<file path="src/rtl/game_controller.sv">
// Game-flow controller for the binary-number guessing game: sequences welcome,
// round start, timed guessing, loss and win, and owns level, lives and round timer.
module game_controller #(
   parameter int LEVEL_W    = 8,
   parameter int TIME_W     = 5,
   parameter int LIVES_W    = 2,
   parameter int TIME_START = 30,
   parameter int TIME_STEP  = 2,
   parameter int TIME_MIN   = 3,
   parameter int MAX_LEVEL  = 16,
   parameter int LIVES      = 3
) (
   input  logic               clk,
   input  logic               rst,
   input  logic               tick,
   input  logic               guess_b,
   input  logic               cmp_r,
   output logic [2:0]         state,
   output logic [LEVEL_W-1:0] level,
   output logic [LIVES_W-1:0] lives,
   output logic [TIME_W-1:0]  time_v,
   output logic               time_f,
   output logic               time_out,
   output logic               g_enable
);

   localparam int CW = LEVEL_W + TIME_W + 1;

   typedef enum logic [2:0] {
      S_IDLE  = 3'd0,
      S_READY = 3'd1,
      S_PLAY  = 3'd2,
      S_LOSE  = 3'd3,
      S_WIN   = 3'd4
   } state_t;

   state_t             state_reg;
   logic [LEVEL_W-1:0] level_reg;
   logic [LIVES_W-1:0] lives_reg;
   logic [TIME_W-1:0]  time_v_reg;
   logic               time_f_reg;
   logic               time_out_reg;
   logic               g_enable_reg;
   logic               guess_q;

   logic               press;
   logic [LEVEL_W-1:0] level_inc;
   logic [LIVES_W-1:0] lives_dec;
   logic [TIME_W-1:0]  time_load;
   logic [CW-1:0]      level_ext;
   logic signed [CW-1:0] t_calc;
   logic signed [CW-1:0] t_sel;

   assign press     = guess_b & ~guess_q;
   assign level_inc = (level_reg == LEVEL_W'(MAX_LEVEL)) ? level_reg : level_reg + 1'b1;
   assign lives_dec = (lives_reg != '0) ? lives_reg - 1'b1 : '0;
   assign level_ext = {{(CW-LEVEL_W){1'b0}}, level_reg};

   // Round time shrinks with level; the extra headroom bit lets a negative
   // result show up as negative so it clamps to the floor instead of wrapping.
   always_comb begin
      t_calc = $signed(CW'(TIME_START) - CW'(TIME_STEP) * level_ext);
      t_sel  = t_calc;
      if (t_calc < $signed(CW'(TIME_MIN)))
         t_sel = $signed(CW'(TIME_MIN));
   end
   assign time_load = TIME_W'(t_sel);

   always_ff @(posedge clk) begin
      if (rst) begin
         state_reg    <= S_IDLE;
         level_reg    <= '0;
         lives_reg    <= LIVES_W'(LIVES);
         time_v_reg   <= TIME_W'(TIME_START);
         time_f_reg   <= 1'b0;
         time_out_reg <= 1'b0;
         g_enable_reg <= 1'b1;
         guess_q      <= 1'b0;
      end else begin
         guess_q      <= guess_b;
         time_out_reg <= 1'b0;
         case (state_reg)
            S_IDLE: begin
               if (press)
                  state_reg <= S_READY;
            end
            S_READY: begin
               if (press) begin
                  state_reg    <= S_PLAY;
                  time_v_reg   <= time_load;
                  time_f_reg   <= 1'b1;
                  g_enable_reg <= 1'b0;
               end
            end
            S_PLAY: begin
               // A press takes priority and swallows a coincident tick.
               if (press) begin
                  time_f_reg   <= 1'b0;
                  g_enable_reg <= 1'b1;
                  if (cmp_r) begin
                     level_reg <= level_inc;
                     state_reg <= (level_inc == LEVEL_W'(MAX_LEVEL)) ? S_WIN : S_READY;
                  end else begin
                     lives_reg <= lives_dec;
                     state_reg <= (lives_dec == '0) ? S_LOSE : S_READY;
                  end
               end else if (tick) begin
                  if (time_v_reg <= TIME_W'(1)) begin
                     time_v_reg   <= '0;
                     time_out_reg <= 1'b1;
                     time_f_reg   <= 1'b0;
                     g_enable_reg <= 1'b1;
                     lives_reg    <= lives_dec;
                     state_reg    <= (lives_dec == '0) ? S_LOSE : S_READY;
                  end else begin
                     time_v_reg <= time_v_reg - 1'b1;
                  end
               end
            end
            S_LOSE, S_WIN: begin
               if (press) begin
                  state_reg <= S_READY;
                  level_reg <= '0;
                  lives_reg <= LIVES_W'(LIVES);
               end
            end
            default: state_reg <= S_IDLE;
         endcase
      end
   end

   assign state    = state_reg;
   assign level    = level_reg;
   assign lives    = lives_reg;
   assign time_v   = time_v_reg;
   assign time_f   = time_f_reg;
   assign time_out = time_out_reg;
   assign g_enable = g_enable_reg;

endmodule
</file>
<file path="config.mk">
export PLATFORM = sky130hd
export DESIGN_NAME = game_controller
export DESIGN_NICKNAME = d
export VERILOG_FILES = /design/src/rtl/game_controller.sv
export SDC_FILE = /design/constraint.sdc
export NUM_CORES = 1
export LEC_CHECK = 0
export BUFFER_PORTS_ARGS = -buffer_cell sky130_fd_sc_hd__buf_2
export CAP_MARGIN = 20
export CORE_UTILIZATION = 25
export CTS_CLUSTER_SIZE = 16
export DETAILED_ROUTE_END_ITERATION = 6
export HOLD_SLACK_MARGIN = 0.02
export SKIP_LAST_GASP = 1
export SYNTH_ARGS = -nofsm -noshare
export SYNTH_HDL_FRONTEND = slang
export SYNTH_SLANG_ARGS = --single-unit
</file>
<file path="constraint.sdc">
create_clock -name clk -period 2.05 [get_ports clk]
set_input_delay 0.205 -clock clk [delete_from_list [all_inputs] [get_ports clk]]
set_output_delay 0.205 -clock clk [all_outputs]
set_load 0.01 [all_outputs]
</file>
# ---- Word-level counts from Yosys, hierarchy flattened
# Index checks and enable logic that the tools add are counted.
dict set report totals {
  reg_bits 22
  output_inout_bits 21
  inputBits 5
  wordCells 85
}
dict set report classes {
  order_cmp 2
  mux 38
  add_sub_neg 4
  bitwise_logic 4
  reduce_logical 13
  n_eq_ne 16
}
# operator count
set ops {}
lappend ops {{8-bit 2-to-1 mux} 4}
lappend ops {{5-bit 2-to-1 mux} 5}
lappend ops {{3-bit 2-to-1 mux} 7}
lappend ops {{8-bit by 5-bit equality test with 1-bit output (second input constant)} 2}
lappend ops {{8-bit case mux with 2 select lines} 1}
lappend ops {{4-bit AND reduction} 4}
lappend ops {{2-bit 2-to-1 mux} 7}
lappend ops {{2-bit inequality test (second input constant)} 6}
lappend ops {{10-bit by 3-bit < comparator with 1-bit output (second input constant)} 1}
lappend ops {{5-bit case mux with 2 select lines} 1}
lappend ops {{5-bit by 9-bit subtractor with 10-bit output (first input constant)} 1}
lappend ops {{1-bit 2-to-1 mux} 9}
lappend ops {{3-bit inequality test (second input constant)} 3}
lappend ops {{3-bit case mux with 3 select lines} 1}
lappend ops {{8-bit by 1-bit adder with 8-bit output (second input constant)} 1}
lappend ops {{3-bit by 2-bit equality test with 1-bit output (second input constant)} 2}
lappend ops {{2-bit nonzero test} 3}
lappend ops {{5-bit by 1-bit <= comparator with 1-bit output (second input constant)} 1}
lappend ops {{5-bit AND reduction} 1}
lappend ops {{5-bit by 1-bit subtractor with 5-bit output (second input constant)} 1}
lappend ops {{1-bit case mux with 2 select lines} 2}
lappend ops {{2-bit case mux with 2 select lines} 1}
lappend ops {{4-bit OR reduction} 1}
lappend ops {{3-bit by 1-bit equality test with 1-bit output (second input constant)} 1}
lappend ops {{9 further kinds} 11}

# ---- Logic depth before layout (Yosys ltp)
# Gate-level depths: netlist of run 1.
dict set report logic_depth {
  depth_word 8
  ltp_mapped 7
  depth_no_buf 7
}

# ---- Worst setup path after synthesis of run 1
# No wires, ideal clock.
dict set report synth_path {
  kind {reg-to-reg}
  from {register time_v_reg[0] (netlist: time_v[0])}
  to {register time_v_reg[3] (netlist: time_v[3])}
  required_ns 1.928
  t_arrival_ns 1.643
  setup_slack_ns 0.286
  n_path_buf 0
  stages_incl_launch_ff 6
  period_less_slack_ns 1.764
  setup_time_ns 0.122
  path_cell_list {dfxtp_1 -> ha_1 -> o21ba_2 -> o41ai_2 -> o21ai_0 -> a221o_1}
}
dict set report synth_between {
  elab_chain_len 5
  word_cells_on_any_way 6
  classes_between {add/sub: 1; order compare: 1; mux: 4}
}
# element line
set synth_rtl {}
lappend synth_rtl {{start, declared} 40} ;# logic [TIME_W-1:0] time_v_reg;
lappend synth_rtl {{start signal, assigned} 74} ;# time_v_reg <= TIME_W'(TIME_START);
lappend synth_rtl {{start signal, assigned} 90} ;# time_v_reg <= time_load;
lappend synth_rtl {{start signal, assigned} 116} ;# time_v_reg <= time_v_reg - 1'b1;
lappend synth_rtl {{5-bit by 1-bit subtractor with 5-bit output or 5-bit by 1-bit <= comparator with 1-bit output (tied branches)} {116, 108}}
lappend synth_rtl {{5-bit 2-to-1 mux *} 108} ;# if (time_v_reg <= TIME_W'(1)) begin
lappend synth_rtl {{5-bit 2-to-1 mux *} 107} ;# end else if (tick) begin
lappend synth_rtl {{5-bit 2-to-1 mux *} 97} ;# if (press) begin
lappend synth_rtl {{5-bit case mux with 2 select lines *} 82} ;# case (state_reg)
# Mark *: on every way between the ends. The rest lies on a longest branch, timed or not. The select of a mux whose other input is x is not followed.
# A chain may end at the register's enable or synchronous reset.

# ---- Worst setup path in the final report of run 1
# Same ends and word-level chain as after synthesis.

==> results of run 1 <==
==> metal layers <==
metal / global-route usage (%) / wire length (µm) / up-vias
met5: 0 / 0 / -
met1: 16.5 / 1780 / 641
met4: 5.19 / 46 / 0
met2: 19.6 / 1590 / 19
met3: 2.94 / 139 / 4
li1: - / - / 700
==> synthesized netlist by cell type, drive strengths merged, types with 2 or more instances <==
| cell | count | area, µm² |
|---|---|---|
| a211oi | 4 | 35.0 |
| a21oi | 13 | 65.1 |
| a221o | 3 | 30.0 |
| a22oi | 2 | 15.0 |
| a32oi | 2 | 25.0 |
| and2b | 2 | 15.0 |
| and4 | 3 | 27.5 |
| buf | 4 | 35.0 |
| clkbuf | 2 | 7.51 |
| dfxtp | 22 | 440 |
| ha | 7 | 87.6 |
| inv | 10 | 37.5 |
| mux2i | 2 | 20.0 |
| nand2 | 8 | 30.0 |
| nand2b | 2 | 12.5 |
| nand3 | 3 | 15.0 |
| nand3b | 4 | 30.0 |
| nand4 | 4 | 25.0 |
| nor2 | 20 | 82.6 |
| nor2b | 4 | 27.5 |
| nor3 | 7 | 35.0 |
| nor3b | 4 | 52.6 |
| nor4 | 3 | 18.8 |
| o21ai | 13 | 65.1 |
| o21bai | 2 | 15.0 |
| o22ai | 2 | 12.5 |
| xnor2 | 3 | 26.3 |
| xor2 | 2 | 17.5 |
==> power by group through the flow <==
| stage | registers (mW) | clock network (mW) | logic, mW |
|---|---|---|---|
| 2_1_floorplan | 0.468 | 0 | 0.0718 |
| 3_3_place_gp | 0.471 | 0 | 0.101 |
| 3_5_place_dp | 0.472 | 0 | 0.101 |
| 4_1_cts | 0.462 | 0.280 | 0.102 |
| 5_1_grt | 0.465 | 0.293 | 0.112 |
| 6_report | 0.462 | 0.271 | 0.101 |
==> worst reg2reg max path: stages, from the launching register on <==
cell and delay, ns:
dfxtp_1 0.46, ha_1 0.18, o21ba_2 0.17, o41ai_2 0.44, o21ai_0 0.17, a221o_1 0.35
==> cells by family (layout without fill, tap and decap cells) <==
family	Yosys count	after routing
fa+ha+maj	7	7
compound gates	51	51
flops	22	22
simple gates	69	69
mux	2	2
xor+xnor	5	5
buf+inv	16	47
==> cell type report <==
| cell class | instances | area (µm²) |
|---|---|---|
| Multi-Input combinational cell | 134 | 923 |
| Tap cell | 72 | 90.1 |
| Clock buffer | 3 | 41.3 |
| Inverter | 10 | 37.5 |
| Timing Repair Buffer | 34 | 193 |
| Fill cell | 626 | 3810 |
| Sequential cell | 22 | 440 |
==> worst min path at each step <==
stage / to / depth (start not counted)
4_1_cts: guess_q$_SDFF_PP0_ / 2
5_1_grt: guess_q$_SDFF_PP0_ / 2
6_report: guess_q$_SDFF_PP0_ / 2
3_3_place_gp: g_enable$_SDFFE_PP1P_ / 1
2_1_floorplan: guess_q$_SDFF_PP0_ / 1
3_5_place_dp: g_enable$_SDFFE_PP1P_ / 1
==> key figures, run 1 <==
Run status
  – Status: finished clean

Logic synthesis
  – Largest family of logic cells by synthesized area: simple AND/OR/NAND/NOR gates
  – Synth Area in Simple Gates: approximately 29%
  – Synth Warn #: 0
  – Synth cell types: 52
  – Seq cells post-synth: 22
  – Mux share of post-synthesis cell area: 1.39%
  – Synth Area in Compound Gates: 24.9%
  – Mean Syn Cell Area: ~8.4 µm²
  – Mapped Nets: 184
  – Adder-cell share of the synthesized area: under 10%
  – Post-Synth XOR/XNOR Area: 3.03%
  – Async set or reset register ratio after synthesis: 0%
  – EDFF count, synth: 0
  – Syn Std Cell Area: approximately 1400 µm²
  – Synth Instances: 172
  – Top FF cell, synth: dfxtp_1
  – Sequential-to-total area share from yosys stat: a little under a third

Layout
  – Area grow syn2layout: 19.5%
  – Final instance area: roughly 1700 µm²
  – Share of layout cells above drive strength 1: between 20% and 30%
  – Max reg flops: 8
  – Final Non-Filler Cells: about 280
  – N_diodes: 0
  – Nets: approximately 220
  – Commonest non-fill, non-tap cells in the layout: 25 x buf_2, 22 x dfxtp_1, 19 x nor2_1, 13 x a21oi_1, 11 x o21ai_0
  – End-of-flow core utilization: 31.1%
  – Commonest non-fill, non-tap cell in the layout: buf_2

Global route
  – Initial antenna violation count: 0
  – GRT Residual Overflow: 0
  – First-pass GRT wire length: ~6000 µm
  – Largest net degree at the start of global routing: 24
  – GRT Total Usage: between 10% and 20%
  – Vias in the first global route: 1310

Pwr
  – Leakage: between 0.6 and 0.7 nW
  – Reg power frac: approximately 55%
  – P per Cell Area: approximately 480 nW/µm²
  – Comb power frac: roughly 12%
  – Switching Share: 26.3%
  – Total power: 834 µW
  – NetSw: ~220 µW
  – Clk network pwr share: 32.5%
  – Peak supply drop: 221 µV
  – P_int: between 600 and 700 µW

Place
  – Routability cong.: roughly 0.88
  – Post-DP HPWL: 2680 µm
  – IO Port Bufs: 25
  – # placed instances: 272
  – Placed cell areas: approximately 1700 µm²
  – Place WS: approximately 0.2 ns

STA
  – Part of the cycle the worst path needs: between 90 and 100%
  – Clock Skews: between 0.009 and 0.01 ns
  – Min Tclk post-route: around 1.9 ns
  – Setup TNS: 0 ns
  – Count of final max-slew check failures: 0
  – RSZ-0062 raised after global routing: no
  – Final hold slack: around 0.20 ns
  – Max Fclk: about 530 MHz
  – # setup viols final: 0
  – Final hold vios: 0
  – PnR worst setup slack: between 0.15 and 0.2 ns
  – Worst rel slew slack: between 60% and 70%
  – Worst slew pin tran: 0.524 ns

Worst setup path
  – Worst Setup EP: time_v[3]$_SDFFE_PP1P_
  – R2R Setup Slk: 0.17 ns
  – CP Launch Point: time_v[0]$_SDFFE_PP0P_
  – Largest fanout on the critical path: 8
  – CP Data Arrival Time: between 2 and 2.5 ns
  – Slowest stage delay, CP: around 0.46 ns
  – Worst Setup Start Kind: flip-flop
  – Critical setup path kind: reg2reg
  – FF-to-FF End: time_v[3]$_SDFFE_PP1P_
  – Critical path depth in cells: 5
  – CP top delay family: compound AO/OA/AOI/OAI gates
  – Required time of the critical path: about 2.2 ns
  – Depth of the most critical reg-to-reg path: 5
  – Endpoint type of the worst setup path: flip-flop
  – Crit-path cells: ha_1 -> o21ba_2 -> o41ai_2 -> o21ai_0 -> a221o_1
  – Worst flop-to-flop path startpoint: time_v[0]$_SDFFE_PP0P_
  – Slowest cell on the critical path: dfxtp_1
  – Buf+Inv Stages, Crit Path: 0

Clocking
  – CTS tree: built
  – Post-CTS Hold Buffers: 0
  – Number of clock sinks: 22
  – Post-CTS setup repair buffer count: 0
  – Worst-path clk slew: roughly 0.080 ns
  – H-tree levels: 1
  – Clock root buffer: clkbuf_8
  – CTS Buffer Depth: 2
  – Post_cts resized: 0
  – Clk Latency, worst-skew pair: approximately 0.26 ns
  – CTS Buf Count: 3

Drt
  – DR iter-0 viols: 97
  – Residual DRC: 0
  – Vias per cell: 4.96
  – Post-route antenna net violation count: 0
  – Vias post-DR: 1364
  – Drt pass-1 iters: 4
  – WL/cell: around 13 µm
  – WL final: 3560 µm

Hold path
  – Hold Path Class: in2reg
  – Hold Startpoint: guess_b

Floorplan
  – FP Rows: 27
  – Starting Density: a little over a quarter
  – I/O pin cnt: 26
  – Core Area: 5540 µm²
  – Die height: 78.0 µm
  – DIE WIDTH: roughly 80 µm
  – Area of the die: 6080 µm²

Run
  – Max_cap viols: 0
Note: power is estimated with default switching activity, not from simulation.
==> run 2: changes to the inputs <==
Settings changed: RECOVER_POWER set to 100.
==> key figures, run 2 (synthesis gave the netlist of run 1 again) <==
Global route
  – Vias in the first global route: 1310 (unchanged)
  – GRT Residual Overflow: 0 (unchanged)
  – Largest net degree at the start of global routing: 24 (unchanged)
  – Initial antenna violation count: 0 (unchanged)
  – GRT Total Usage: 12.5% (unchanged)
  – First-pass GRT wire length: 6110 µm (unchanged)

STA
  – Final hold vios: 0 (unchanged)
  – RSZ-0062 raised after global routing: no
  – Worst slew pin tran: 1.05 ns (+0.527 ns)
  – # setup viols final: 0 (unchanged)
  – Count of final max-slew check failures: 0 (unchanged)
  – Max Fclk: 535 MHz (+0.57%)
  – Worst rel slew slack: 29.9% (-35 points)
  – Final hold slack: 0.201 ns (+0.00459 ns)
  – Clock Skews: 0.00535 ns (-0.00412 ns)
  – Min Tclk post-route: 1.87 ns (-0.0107 ns)
  – Setup TNS: 0 ns (unchanged)
  – Part of the cycle the worst path needs: 91.2% (-0.52 points)

Layout
  – Number of fill cells in the layout: 629 (+0.48%)
  – Final Non-Filler Cells: 275 (unchanged)
  – Area grow syn2layout: 16.1%
  – Share of layout cells above drive strength 1: 10.8% (-12 points)
  – N_diodes: 0 (unchanged)
  – Max reg flops: 8 (unchanged)
  – Commonest non-fill, non-tap cells in the layout: 23 x clkbuf_1, 22 x dfxtp_1, 19 x nor2_1, 13 x a21oi_1, 11 x o21ai_0
  – Commonest non-fill, non-tap cell in the layout: clkbuf_1
  – Nets: 217 (unchanged)

Clocking
  – Number of clock sinks: 22 (unchanged)
  – CTS Buf Count: 3 (unchanged)
  – Clk Latency, worst-skew pair: 0.26 ns (about the same)
  – Post_cts resized: 0 (unchanged)
  – Clock root buffer: clkbuf_8
  – H-tree levels: 1 (unchanged)
  – Post-CTS Hold Buffers: 0 (unchanged)
  – CTS Buffer Depth: 2 (unchanged)
  – Worst-path clk slew: 0.08 ns (about the same)
  – CTS tree: built
  – Post-CTS setup repair buffer count: 0 (unchanged)

Worst setup path
  – Slowest stage delay, CP: 0.45 ns (about the same)
  – Endpoint type of the worst setup path: flip-flop
  – CP Data Arrival Time: 2.02 ns (about the same)
  – Required time of the critical path: 2.20 ns (about the same)
  – Largest fanout on the critical path: 8 (unchanged)
  – Critical setup path kind: reg2reg
  – Crit-path cells: ha_1 -> o21ba_2 -> o41ai_2 -> o21ai_0 -> a221o_1
  – Worst Setup Start Kind: flip-flop
  – Slowest cell on the critical path: dfxtp_1

Floorplan
  – DIE WIDTH: 78.0 µm (unchanged)
  – FP Rows: 27 (unchanged)
  – I/O pin cnt: 26 (unchanged)
  – Area of the die: 6080 µm² (unchanged)
  – Die height: 78.0 µm (unchanged)
  – Core Area: 5540 µm² (unchanged)
  – Starting Density: 26.1% (unchanged)

Drt
  – Vias post-DR: 1368 (+0.29%)
  – WL final: 3560 µm (+0.11%)
  – Post-route antenna net violation count: 0 (unchanged)
  – Drt pass-1 iters: 4 (unchanged)
  – WL/cell: 12.9 µm (+0.11%)
  – DR iter-0 viols: 95 (-2.1%)
  – Residual DRC: 0 (unchanged)
  – Vias per cell: 4.97 (+0.29%)

Pwr
  – Peak supply drop: 212 µV (-4.2%)
  – Leakage: 0.599 nW (-11%)
  – P per Cell Area: 492 nW/µm² (+1.6%)
  – Total power: 824 µW (-1.2%)

Place
  – # placed instances: 272 (unchanged)
  – Post-DP HPWL: 2680 µm (unchanged)
  – Routability cong.: 0.880 (unchanged)
  – IO Port Bufs: 25 (unchanged)

Hold path
  – Hold Path Class: in2reg

Run status
  – Status: finished clean

Run
  – Max_cap viols: 0 (unchanged)
run 2: cell types whose count changed in the layout (fill, tap and decap cells not counted), sizes merged:
| cell | change |
|---|---|
| clkbuf | +23 |
| buf | -23 |
run 2: per-stage QoR:
step                setup slack, ns  area (µm²)  utilization, %
CTS                           0.180        1730            31.1
global placement              0.239        1680            30.4
finish                        0.181        1680            30.3
floorplan                     0.286        1440               -
global route                0.00307        1680            30.3
detailed placement            0.201        1680            30.4
run 2: area by class of cell:
type,instances,area [µm²],share of cell area [%]
timing repair buffer,34,151,9.03
inverter,10,37.5,2.24
multi-input combinational,134,916,54.6
sequential,22,440,26.3
tap,72,90.1,5.37
clock buffer,3,41.3,2.46
run 2: worst paths after layout:
check / from / endpoint / slack, ns / depth (start not counted)
worst min register to register: g_enable$_SDFFE_PP1P_ / g_enable$_SDFFE_PP1P_ / 0.49 / 1
worst min-delay path: guess_b / guess_q$_SDFF_PP0_ / 0.20 / 2
worst max-delay path: time_v[0]$_SDFFE_PP0P_ / time_v[3]$_SDFFE_PP1P_ / 0.18 / 5
worst max register to register: time_v[0]$_SDFFE_PP0P_ / time_v[3]$_SDFFE_PP1P_ / 0.18 / 5
run 2: worst max-delay path: cells and delay by family (launching register included):
family | cells | cell delay (ns)
AOI/OAI and AO/OA | 4 | 1.13
adders and majority gates | 1 | 0.17
DFF | 1 | 0.45
run 2: report_power, final:
group          switching [mW]  internal [mW]  total (mW)
Combinational          0.0560         0.0406      0.0967
Clock                   0.135          0.131       0.266
Sequential             0.0221          0.439       0.461
Total                   0.213          0.611       0.824
run 2: per-layer routing:
layer  share of wire [%]  up-vias  global-route usage (%)  routed length, µm
met5                   0        -                       0                  0
met4                 1.3        0                    5.19                 46
met3                 4.3        4                    2.94                152
met2                  45       23                    19.6               1600
met1                  49      641                    16.5               1760
li1                    -      700                       -                  -
